### src/rtl/fetch_ctrl_pkg.sv
// Shared types and constants for the instruction-fetch controller.
package fetch_ctrl_pkg;

    localparam logic [63:0] RESET_PC_DEFAULT = 64'h0000_0000_8000_0000;

    typedef enum logic [1:0] {
        FS_REQ     = 2'd0,
        FS_HOLD    = 2'd1,
        FS_DISCARD = 2'd2
    } fetch_state_t;

    typedef enum logic {
        NOERROR        = 1'b0,
        INSTR_MISALIGN = 1'b1
    } fetch_err_t;

    typedef enum logic [1:0] {
        PC_HOLD     = 2'd0,
        PC_INC      = 2'd1,
        PC_REDIRECT = 2'd2,
        PC_PEND     = 2'd3
    } pc_sel_t;

    typedef struct packed {
        logic        valid;
        logic [63:0] addr;
    } ibus_req_t;

    typedef struct packed {
        logic        addr_ok;
        logic        data_ok;
        logic [63:0] data;
    } ibus_resp_t;

    typedef struct packed {
        logic [63:0] pc;
        logic [31:0] instr;
        logic        valid;
        fetch_err_t  error;
    } fetch_data_t;

    function automatic logic is_misaligned(input logic [63:0] pc);
        return pc[1:0] != 2'b00;
    endfunction

endpackage

### src/rtl/fetch_ctrl_pcgen.sv
// Next-PC selection for the fetch controller: hold, pc+4, redirect target
// or the redirect parked while a stale request drained.
module fetch_ctrl_pcgen
    import fetch_ctrl_pkg::*;
(
    input  fetch_state_t state,
    input  logic [63:0]  pc,
    input  logic [63:0]  pend_pc,
    input  logic         redirect_valid,
    input  logic [63:0]  redirect_pc,
    input  logic         data_ok,
    input  logic         ready,
    output logic [63:0]  next_pc
);

    pc_sel_t sel;

    // Choose the PC source from the current state and this cycle's events.
    always_comb begin
        sel = PC_HOLD;
        case (state)
            // A redirect without data_ok keeps pc as the in-flight address;
            // the target is parked in pend_pc instead. A misaligned pc has
            // no request on the bus, so its redirect takes effect at once.
            FS_REQ: begin
                if (redirect_valid && (data_ok || is_misaligned(pc)))
                    sel = PC_REDIRECT;
            end
            FS_HOLD: begin
                if (redirect_valid)
                    sel = PC_REDIRECT;
                else if (ready)
                    sel = PC_INC;
            end
            FS_DISCARD: begin
                if (data_ok)
                    sel = redirect_valid ? PC_REDIRECT : PC_PEND;
            end
            default: sel = PC_HOLD;
        endcase
    end

    // Apply the selected source; pc+4 wraps naturally at 64 bits.
    always_comb begin
        next_pc = pc;
        case (sel)
            PC_INC:      next_pc = pc + 64'd4;
            PC_REDIRECT: next_pc = redirect_pc;
            PC_PEND:     next_pc = pend_pc;
            default:     next_pc = pc;
        endcase
    end

endmodule

### src/rtl/fetch_ctrl.sv
// Instruction-fetch sequencer: owns the PC, issues ibus requests, holds the
// returned instruction for decode and drains stale requests after redirects.
//
//  state      | meaning
//  -----------+-------------------------------------------------------------
//  FS_REQ     | request for pc outstanding (none if pc is misaligned)
//  FS_HOLD    | instruction (or misalign error) held until decode takes it
//  FS_DISCARD | stale request still in flight; pend_pc is the next target
module fetch_ctrl
    import fetch_ctrl_pkg::*;
#(
    parameter logic [63:0] RESET_PC = RESET_PC_DEFAULT
) (
    input  logic        clk,
    input  logic        reset,
    output ibus_req_t   ireq,
    input  ibus_resp_t  iresp,
    input  logic        ready,
    input  logic        redirect_valid,
    input  logic [63:0] redirect_pc,
    output fetch_data_t dataF,
    output logic        busy
);

    fetch_state_t state;
    logic [63:0]  pc;
    logic [63:0]  pend_pc;
    logic [31:0]  instr_q;
    fetch_err_t   error_q;
    logic [63:0]  next_pc;
    logic         misaligned;
    logic         unused_resp;

    assign misaligned  = is_misaligned(pc);
    // addr_ok and the upper data half carry nothing this stage needs.
    assign unused_resp = ^{iresp.addr_ok, iresp.data[63:32]};

    fetch_ctrl_pcgen u_pcgen (
        .state          (state),
        .pc             (pc),
        .pend_pc        (pend_pc),
        .redirect_valid (redirect_valid),
        .redirect_pc    (redirect_pc),
        .data_ok        (iresp.data_ok),
        .ready          (ready),
        .next_pc        (next_pc)
    );

    // FSM plus pc / pend_pc / instruction holding registers.
    always_ff @(posedge clk) begin
        if (!reset) begin
            state   <= FS_REQ;
            pc      <= RESET_PC;
            pend_pc <= '0;
            instr_q <= '0;
            error_q <= NOERROR;
        end else begin
            pc <= next_pc;
            case (state)
                FS_REQ: begin
                    if (misaligned) begin
                        if (!redirect_valid) begin
                            state   <= FS_HOLD;
                            instr_q <= '0;
                            error_q <= INSTR_MISALIGN;
                        end
                    end else if (redirect_valid) begin
                        if (!iresp.data_ok) begin
                            pend_pc <= redirect_pc;
                            state   <= FS_DISCARD;
                        end
                    end else if (iresp.data_ok) begin
                        instr_q <= iresp.data[31:0];
                        error_q <= NOERROR;
                        state   <= FS_HOLD;
                    end
                end
                FS_HOLD: begin
                    if (redirect_valid || ready)
                        state <= FS_REQ;
                end
                FS_DISCARD: begin
                    if (iresp.data_ok)
                        state <= FS_REQ;
                    else if (redirect_valid)
                        pend_pc <= redirect_pc;
                end
                default: state <= FS_REQ;
            endcase
        end
    end

    // Bus request and decode-facing outputs, all silenced during reset.
    // In DISCARD pc still holds the address of the in-flight request.
    always_comb begin
        ireq.valid  = reset && ((state == FS_REQ && !misaligned) || state == FS_DISCARD);
        ireq.addr   = pc;
        busy        = reset && (state != FS_HOLD);
        dataF.pc    = pc;
        dataF.instr = instr_q;
        dataF.error = error_q;
        dataF.valid = reset && (state == FS_HOLD) && !redirect_valid;
    end

endmodule

### config.mk
export PLATFORM = sky130hd
export DESIGN_NAME = fetch_ctrl
export DESIGN_NICKNAME = d
export VERILOG_FILES = /design/src/rtl/fetch_ctrl_pkg.sv /design/src/rtl/fetch_ctrl_pcgen.sv /design/src/rtl/fetch_ctrl.sv
export SDC_FILE = /design/constraint.sdc
export NUM_CORES = 1
export LEC_CHECK = 0
export CORE_MARGIN = 4
export CORE_UTILIZATION = 44
export CTS_CLUSTER_SIZE = 10
export DETAILED_ROUTE_END_ITERATION = 10
export PLACE_DENSITY = 0.78
export SLEW_MARGIN = 20
export SYNTH_ARGS = -nofsm -noshare
export SYNTH_HDL_FRONTEND = slang
export SYNTH_SLANG_ARGS = --single-unit
### constraint.sdc
create_clock -name clk -period 2.2 [get_ports clk]
set_input_delay 0.55 -clock clk [delete_from_list [all_inputs] [get_ports clk]]
set_output_delay 0.55 -clock clk [all_outputs]
set_load 0.02 [all_outputs]
# Word-level counts from Yosys, hierarchy flattened
# Cells that the tools add are included.
op_classes:
  add_sub_neg: 1
  multipliers: 0
  n_div: 0
  magnitude_cmp: 0
  n_eq_ne: 16
  n_shift: 0
  muxes: 29
  n_bitwise: 1
  n_reduce_logical: 19
op_table:
  columns: ["op", "n"]
  rows:
  - ["$mux W64", 5]
  - ["$pmux W64 S3", 1]
  - ["$mux W32", 4]
  - ["$pmux W64 S2", 1]
  - ["$add A64 B3 Y64 const B", 1]
  - ["$mux W2", 10]
  - ["$ne A2 B2 Y1 const B", 7]
  - ["$pmux W2 S3", 2]
  - ["$eq A2 B2 Y1 const B", 3]
  - ["$logic_and A1 B1 Y1", 6]
  - ["$mux W1", 6]
  - ["$ne A3 B3 Y1 const B", 2]
  - ["$reduce_and A6 Y1", 1]
  - ["$reduce_bool A2 Y1", 3]
  - ["$reduce_and A5 Y1", 1]
  - ["$eq A2 B1 Y1 const B", 2]
  - ["$ne A4 B4 Y1 const B", 1]
  - ["$logic_or A1 B1 Y1", 3]
  - ["$reduce_and A3 Y1", 1]
  - ["$reduce_bool A3 Y1", 1]
  - ["$logic_not A1 Y1", 2]
  - ["$logic_not A2 Y1", 1]
  - ["$ne A2 B1 Y1 const B", 1]
  - ["$not A1 Y1", 1]
word_totals:
  ff_bits: 163
  latch_bits: 0
  ramBits: 0
  romBits: 0
  input_bits: 134
  elab_cells: 71
  n_memories: 0

# Longest topological paths before layout
# Gate-level depths: netlist of the first run.
depth:
  ltp_word: 7
  depth_mapped: 10

# Modules after synthesis
# A second synthesis of the first run with hierarchy kept.
unflattened:
  hier_cells: 1185
  area_unflattened_um2: 9208.8
modules_own_cells:
  columns: ["mod", "instances", "cells_each", "area_each_um2", "seq_area_each_um2"]
  rows:
  - ["fetch_ctrl", 1, 640, 6060.8, 3263.1]
  - ["fetch_ctrl_pcgen", 1, 545, 3148.0, 0.0]

# Worst setup path before layout of the first run
# No wires, ideal clock.
synth_timing:
  path_kind: "register to register"
  from: "register pc[25]"
  to: "register pc[62]"
  setup_time_ns: 0.119
  t_arrival_ns: 2.112
  required_time_ns: 2.081
  setup_slack_ns: -0.030
  stages_incl_launch_ff: 8
  path_buffers: 1
  period_less_slack_ns: 2.230
  cell_sequence: "dfxtp_1 > nand3_1 > or4_4 > buf_6 > nor3_1 > a31o_2 > a21oi_1 > o221a_2"
synth_between:
  elab_chain_cells: 2
synth_lines:
  columns: ["element", "line", "source"]
  rows:
  - ["start, declared", "fetch_ctrl.sv:26", "logic [63:0] pc;"]
  - ["start signal, assigned", "fetch_ctrl.sv:58", "pc <= next_pc;"]
  - ["$add A64 B3 Y64", "fetch_ctrl_pcgen.sv:47", "PC_INC: next_pc = pc + 64'd4;"]
  - ["$pmux W64 S3", "fetch_ctrl_pcgen.sv:46", "case (sel)"]
# No other way between the ends.
# A chain may end at the register's enable or synchronous reset.

==> out/metrics.yaml, run 1 <==
r2r_end: "pc[59]"
dieArea_sq_mm: 0.0215
fin_area_sq_mm: 0.0124
worstSkewPairLatency_ns: 0.44
cts_made_buffers: 17
root_buffer: "clkbuf_16"
clkTransAtPathRegs_ns: 0.08
nFillCells: 1614
ant_nets: 0
drc_errors: 0
critPathLaunchType: "primary input"
drt_first_pass_iters: 6
antenna_found_initial: 3
drive_gt1_share_pct: 14.4
hold_viol_final: 0
endpoint: "ireq[64]"
grt_first_pass_wirelength_um: 45300
reg2regPathDepth: 7
finalNetCount: 1537
rsz0062_at_grt: "true"
dp.cells: 1640
drt_wl_total_um: 28300
route.vias.total: 9234
path_class: "in -> out"
routed_via_density: 5.51
slew_viol_final: 0
synth_fp_nets: 1271
rows: 50
stdcell_count: 1675
grt_max_degree: 91
synth-seq-cells: 163
synth.distinct_cells: 60
tightestPinTransition_ns: 1.07
dp_slack_ns: -0.440
post-route-period-util_pct: 98.8
cts_sinks: 163
io_pins: 298
port-buffer-count: 264
reg2reg_from: "pc[7]"
start_util_pct: 44.9
cts_max_path_buffers: 2
final_core_util_pct: 65.8
routedWlPerCell_um: 16.9
fin_crit_ns: 2.17
drv_cap: 0
overflow: 0
drtIter0Drc: 655
dpl-instance-area_sq_mm: 0.0117
synthFlopType: "dfxtp_1"
grt_pass1_vias: 8962
syn-instance-count: 1136
powerDensity_mw_per_mm2: 740
worstSetupEndpointType: "output port"
cts_tree: "done"
setup_viol: 0
place.gp.congestion: 0.886
skew_ns: 0.0127
status: "finished clean"
ys_warn_count: 0
slew_headroom_pct: 28.9
holdWs_ns: 0.451
die_w_um: 147
coreArea_sq_mm: 0.0188
fin_total_pwr_mw: 9.17
cts_max_level: 4
setup_ws_ns: 0.0266
crit_required_ns: 1.65
arrival_ns: 1.62
crit_start: "reset"
die_h_um: 147
antennaDiodeCount: 0
syn_to_final_growth_pct: 46.5
ys_seq_area_share_pct: 38.6
grtUsageTotal_pct: 25.6
hold_path_class: "reg -> reg"
synth_area_per_cell_sq_um: 7.44
irDropWorstVdd_mv: 0.544
synth-async-reset-ratio_pct: 0
hpwl_um: 20000
syn_area_sq_mm: 0.00846
crit_fanout: 4
tns_ns: 0
r2r_slack_ns: 0.10
max_freq_mhz: 460
cellLeakagePower_nw: 4.72
synth_edf_count: 0
[area by class of cell]
class	count	area, sq um	share of cell area (%)
Timing Repair Buffer	389	3750	30.2
Tap cell	260	325	2.63
Inverter	11	43.8	0.353
Clock buffer	19	453	3.66
Sequential cell	163	3270	26.4
Clock inverter	13	125	1.01
Multi-Input combinational cell	820	4420	35.7
[critical path, cell delays in order]
cell	delay, ns
clkdlybuf4s50_1	0.49
buf_4	0.18
inv_4	0.05
nor3_1	0.18
buf_4	0.18
[kinds of logic (layout without fill, tap and decap cells)]
logic type,after synthesis,after routing,synth area share [%]
and+or+nand+nor,525,525,28.6
AOI/OAI and AO/OA,247,247,17.2
DFF,163,163,38.6
buffers and inverters,153,432,10.3
xor gates and xnor gates,36,36,3.73
muxes,11,11,1.45
adders and majority gates,1,1,0.148
[power by group]
| part | switching, mW | internal (mW) | total (mW) |
|---|---|---|---|
| Clock | 1.31 | 1.63 | 2.95 |
| Combinational | 1.48 | 1.34 | 2.82 |
| Sequential | 0.194 | 3.21 | 3.41 |
| Total | 2.99 | 6.18 | 9.17 |
[repair_timing]
item	CTS	global route
pin swaps	0	4
hold endpoints to repair	0	0
endpoints found under the setup margin	4	40
hold buffers	0	0
resized for setup	14	21
gates cloned	0	0
setup buffers	0	3
[synthesized netlist by cell type (2+ instances only)]
| cell | n | share of area (%) |
|---|---|---|
| nand2_1 | 298 | 13 |
| dfxtp_1 | 163 | 39 |
| a21oi_1 | 139 | 8.2 |
| nand3_1 | 71 | 4.2 |
| buf_4 | 65 | 5.8 |
| clkbuf_1 | 59 | 2.6 |
| nor2_1 | 52 | 2.3 |
| o21ai_0 | 36 | 2.1 |
| xnor2_1 | 24 | 2.5 |
| nand4_1 | 23 | 1.7 |
| and3_1 | 19 | 1.4 |
| nor3_1 | 15 | 0.89 |
| a311oi_1 | 14 | 1.5 |
| a31oi_1 | 13 | 0.96 |
| xor2_1 | 12 | 1.2 |
| nor4_1 | 11 | 0.81 |
| inv_1 | 10 | 0.44 |
| mux2i_1 | 10 | 1.2 |
| buf_2 | 9 | 0.53 |
| o22ai_1 | 9 | 0.67 |
| a211oi_1 | 8 | 0.71 |
| and4_1 | 8 | 0.83 |
| and2_1 | 6 | 0.44 |
| buf_1 | 4 | 0.18 |
| o221a_2 | 4 | 0.53 |
| a211oi_2 | 3 | 0.44 |
| a21o_1 | 3 | 0.27 |
| buf_6 | 3 | 0.40 |
| nand3b_1 | 3 | 0.27 |
| o21a_1 | 3 | 0.27 |
| o31a_1 | 3 | 0.31 |
| nand2b_1 | 2 | 0.15 |
| nand3_2 | 2 | 0.24 |
| nor3_4 | 2 | 0.38 |
| nor4_2 | 2 | 0.30 |
| or3_1 | 2 | 0.15 |
| or4_1 | 2 | 0.18 |
| or4_4 | 2 | 0.27 |
[placed cells by master (no fill, tap or decap), types with 10 or more instances in the layout]
cell type        Yosys  final
a21oi_1            139    138
a311oi_1            14     14
a31oi_1             13     13
and3_1              19     19
buf_12               0     13
buf_4               65    112
clkbuf_16            0     17
clkdlybuf4s50_1      0    256
dfxtp_1            163    154
inv_1               10     10
mux2i_1             10     10
nand2_1            298    298
nand3_1             71     71
nand4_1             23     23
nor2_1              52     49
nor3_1              15     13
o21ai_0             36     36
xnor2_1             24     24
xor2_1              12     12
[metal layers]
metal	wire length (um)	part of all wire [%]	GRT usage (%)	up-vias
li1	-	-	-	4406
met1	11400	40	31.6	4350
met2	14100	50	43.7	421
met3	2320	8.2	6.08	51
met4	469	1.7	9.08	6
met5	46	0.16	0	-
[worst min-delay path by stage]
stage / from / endpoint / slack, ns / cells after the start
3_5_place_dp: instr_q[16] / instr_q[16] / 0.44 / 2
5_1_grt: pend_pc[39] / pend_pc[39] / 0.47 / 2
6_report: instr_q[16] / instr_q[16] / 0.45 / 2
4_1_cts: instr_q[27] / instr_q[27] / 0.45 / 2
2_1_floorplan: pend_pc[27] / pc[27] / 0.43 / 2
3_3_place_gp: instr_q[26] / instr_q[26] / 0.44 / 2
[registers in the layout (all words and copies together), names as in the netlist]
signal and flops:
pc 64, pend_pc 64, instr_q 32, state 2, error_q 1
(Power assumes the default switching activity.)
==> run 2: changes to the inputs <==
==> constraint.sdc (replaced) <==
create_clock -name clk -period 2.06 [get_ports clk]
set_input_delay 0.515 -clock clk [delete_from_list [all_inputs] [get_ports clk]]
set_output_delay 0.515 -clock clk [all_outputs]
set_load 0.02 [all_outputs]
==> run 2 against run 1 <==
  * Total power up 8.0%
  * Clock skew shrank 0.0013 ns
  * Final cell count increased by 1.7%
  * Critical path depth is 2 higher
  * Setup slack worse by 0.017 ns
  * Global-route usage up 0.24 points
  * First-iteration DRC count grew 9.0%
  * Clock-buffer cell count down 2
  * Wire length rose by 3.0%
  * Critical endpoint is now pc[53]
==> out/metrics.yaml, run 2 (synthesized netlist as in run 1, its figures left out) <==
dpl-instance-area_sq_mm: 0.0120  # +2.1%
rsz0062_at_grt: "true"
dp_slack_ns: -0.532  # -0.0919 ns
holdWs_ns: 0.347  # -0.104 ns
grt_use_met2_pct: 43.8  # +0.069 points
worstSetupEndpointType: "flop"
top_regs: "pc x64, pend_pc x64, instr_q x32"
status: "finished clean"
crit_chain: "nand4_1, or4_4, nor3_4, buf_4, nand3_2, xor2_1, a311oi_1"
worstSkewPairLatency_ns: 0.44  # about the same
drtIter0Drc: 714  # +9.0%
slew_headroom_pct: 43.6  # +15 points
grt_first_pass_wirelength_um: 45800  # +1.0%
syn_to_final_growth_pct: 51.2
setup_ws_ns: 0.00953  # -0.0171 ns
layout_common_cells: "298 x nand2_1, 177 x clkdlybuf4s50_1, 137 x a21oi_1"
root_buffer: "clkbuf_16"
skew_ns: 0.0114  # -0.00129 ns
fin_crit_ns: 2.05
cpMaxStageDelayCell: "or4_4"
tightestPinTransition_ns: 0.845  # -0.221 ns
dieArea_sq_mm: 0.0215  # unchanged
cts_tree: "done"
grt_max_degree: 105  # +15%
setup_viol: 0  # unchanged
die_h_um: 147  # unchanged
antenna_found_initial: 0  # -3
fin_total_pwr_mw: 9.91  # +8.0%
critPathLaunchType: "flop"
drc_errors: 0  # unchanged
cts_made_buffers: 17  # unchanged
cts-hold-fix-buffers: 0  # unchanged
nFillCells: 1522  # -5.7%
fin_area_sq_mm: 0.0128  # +3.2%
powerDensity_mw_per_mm2: 775  # +4.6%
crit_required_ns: 2.40  # +0.75 ns
drv_cap: 0  # unchanged
post-route-period-util_pct: 99.5
hpwl_um: 20400  # +2.0%
rows: 50  # unchanged
hold_viol_final: 0  # unchanged
port-buffer-count: 264  # unchanged
drt_wl_total_um: 29200  # +3.0%
start_util_pct: 44.9  # unchanged
antennaDiodeCount: 0  # unchanged
cts_max_path_buffers: 2  # unchanged
max_freq_mhz: 488
grtUsageMet3_pct: 6.18  # +0.093 points
cellLeakagePower_nw: 5.61  # +19%
overflow: 0  # unchanged
irDropWorstVdd_mv: 0.669  # +23%
use_met1_pct: 32.4  # +0.80 points
clkTransAtPathRegs_ns: 0.07  # about the same
cts_max_level: 4  # unchanged
cts_sinks: 163  # unchanged
routedWlPerCell_um: 17.1  # +1.3%
hold_path_class: "in -> reg"
arrival_ns: 2.39  # +0.77 ns
grt_pass1_vias: 9037  # +0.84%
grtUsageTotal_pct: 25.8  # +0.24 points
ant_nets: 0  # unchanged
final_common_cell: "nand2_1"
place.gp.congestion: 0.885  # about the same
crit_fanout: 3  # -1
routed_via_density: 5.51  # about the same
drt_first_pass_iters: 6  # unchanged
io_pins: 298  # unchanged
tns_ns: 0  # unchanged
slew_viol_final: 0  # unchanged
path_class: "reg -> reg"
drive_gt1_share_pct: 18.2  # +3.7 points
busiest_layer: "met2"
finalNetCount: 1565  # +1.8%
die_w_um: 147  # unchanged
coreArea_sq_mm: 0.0188  # unchanged
route.vias.total: 9391  # +1.7%
cpPeakStageDelay_ns: 0.58  # +0.09 ns
-- run 2: cell types whose count changed in the layout (fill, tap and decap cells not counted), moves of 6 or more --
cell | before | now
clkdlybuf4s50_1 | 256 | 177
buf_4 | 112 | 134
o21ai_1 | 0 | 6
dlygate4sd2_1 | 0 | 38
dfxtp_1 | 154 | 131
dfxtp_2 | 9 | 30
dlymetal6s2s_1 | 5 | 46
o21ai_0 | 36 | 30
inv_8 | 0 | 6
-- run 2: area by class of cell --
type | instances | area [sq um] | share of cell area, %
clock inverter | 15 | 184 | 1.44
tap | 260 | 325 | 2.54
timing repair buffer | 417 | 4040 | 31.6
multi-input combinational | 820 | 4460 | 34.9
inverter | 11 | 43.8 | 0.342
sequential | 163 | 3310 | 25.9
clock buffer | 17 | 425 | 3.33
-- run 2: final timing paths --
path	end	slack, ns	start	cells after the start
setup / recovery	pc[53]	0.01	pc[13]	7
hold / removal	state[0]	0.35	ready	2
setup reg to reg	pc[53]	0.01	pc[13]	7
hold reg to reg	instr_q[19]	0.45	instr_q[19]	2
-- run 2: critical path, delay by kind of cell, from the launching register on --
| family | cells | cell delay (ns) |
|---|---|---|
| xor+xnor | 1 | 0.17 |
| flops | 1 | 0.34 |
| compound gates | 1 | 0.25 |
| simple gates | 4 | 1.02 |
| buf+inv | 1 | 0.17 |
-- run 2: timing repair --
action,4_1_cts,5_1_grt
gates resized for setup,53,80
setup endpoints to repair,61,90
pin swaps,2,8
buffers inserted,1,3
-- run 2: metrics by stage --
step	util [%]	instances
2_1_floorplan	-	1136
3_3_place_gp	63.5	1667
3_5_place_dp	63.5	1667
4_1_cts	66.6	1700
5_1_grt	67.9	1703
6_report	67.9	1703
-- run 2: power by group --
part           switching (mW)  internal [mW]
registers               0.203           3.44
clock network            1.60           1.65
logic                    1.62           1.39
total                    3.42           6.48
-- run 2: routing by layer --
layer / vias to the layer above / share of wire [%]
li1: 4473 / -
met1: 4401 / 40
met2: 460 / 49
met3: 57 / 8.8
met4: 0 / 2.3
met5: - / 0
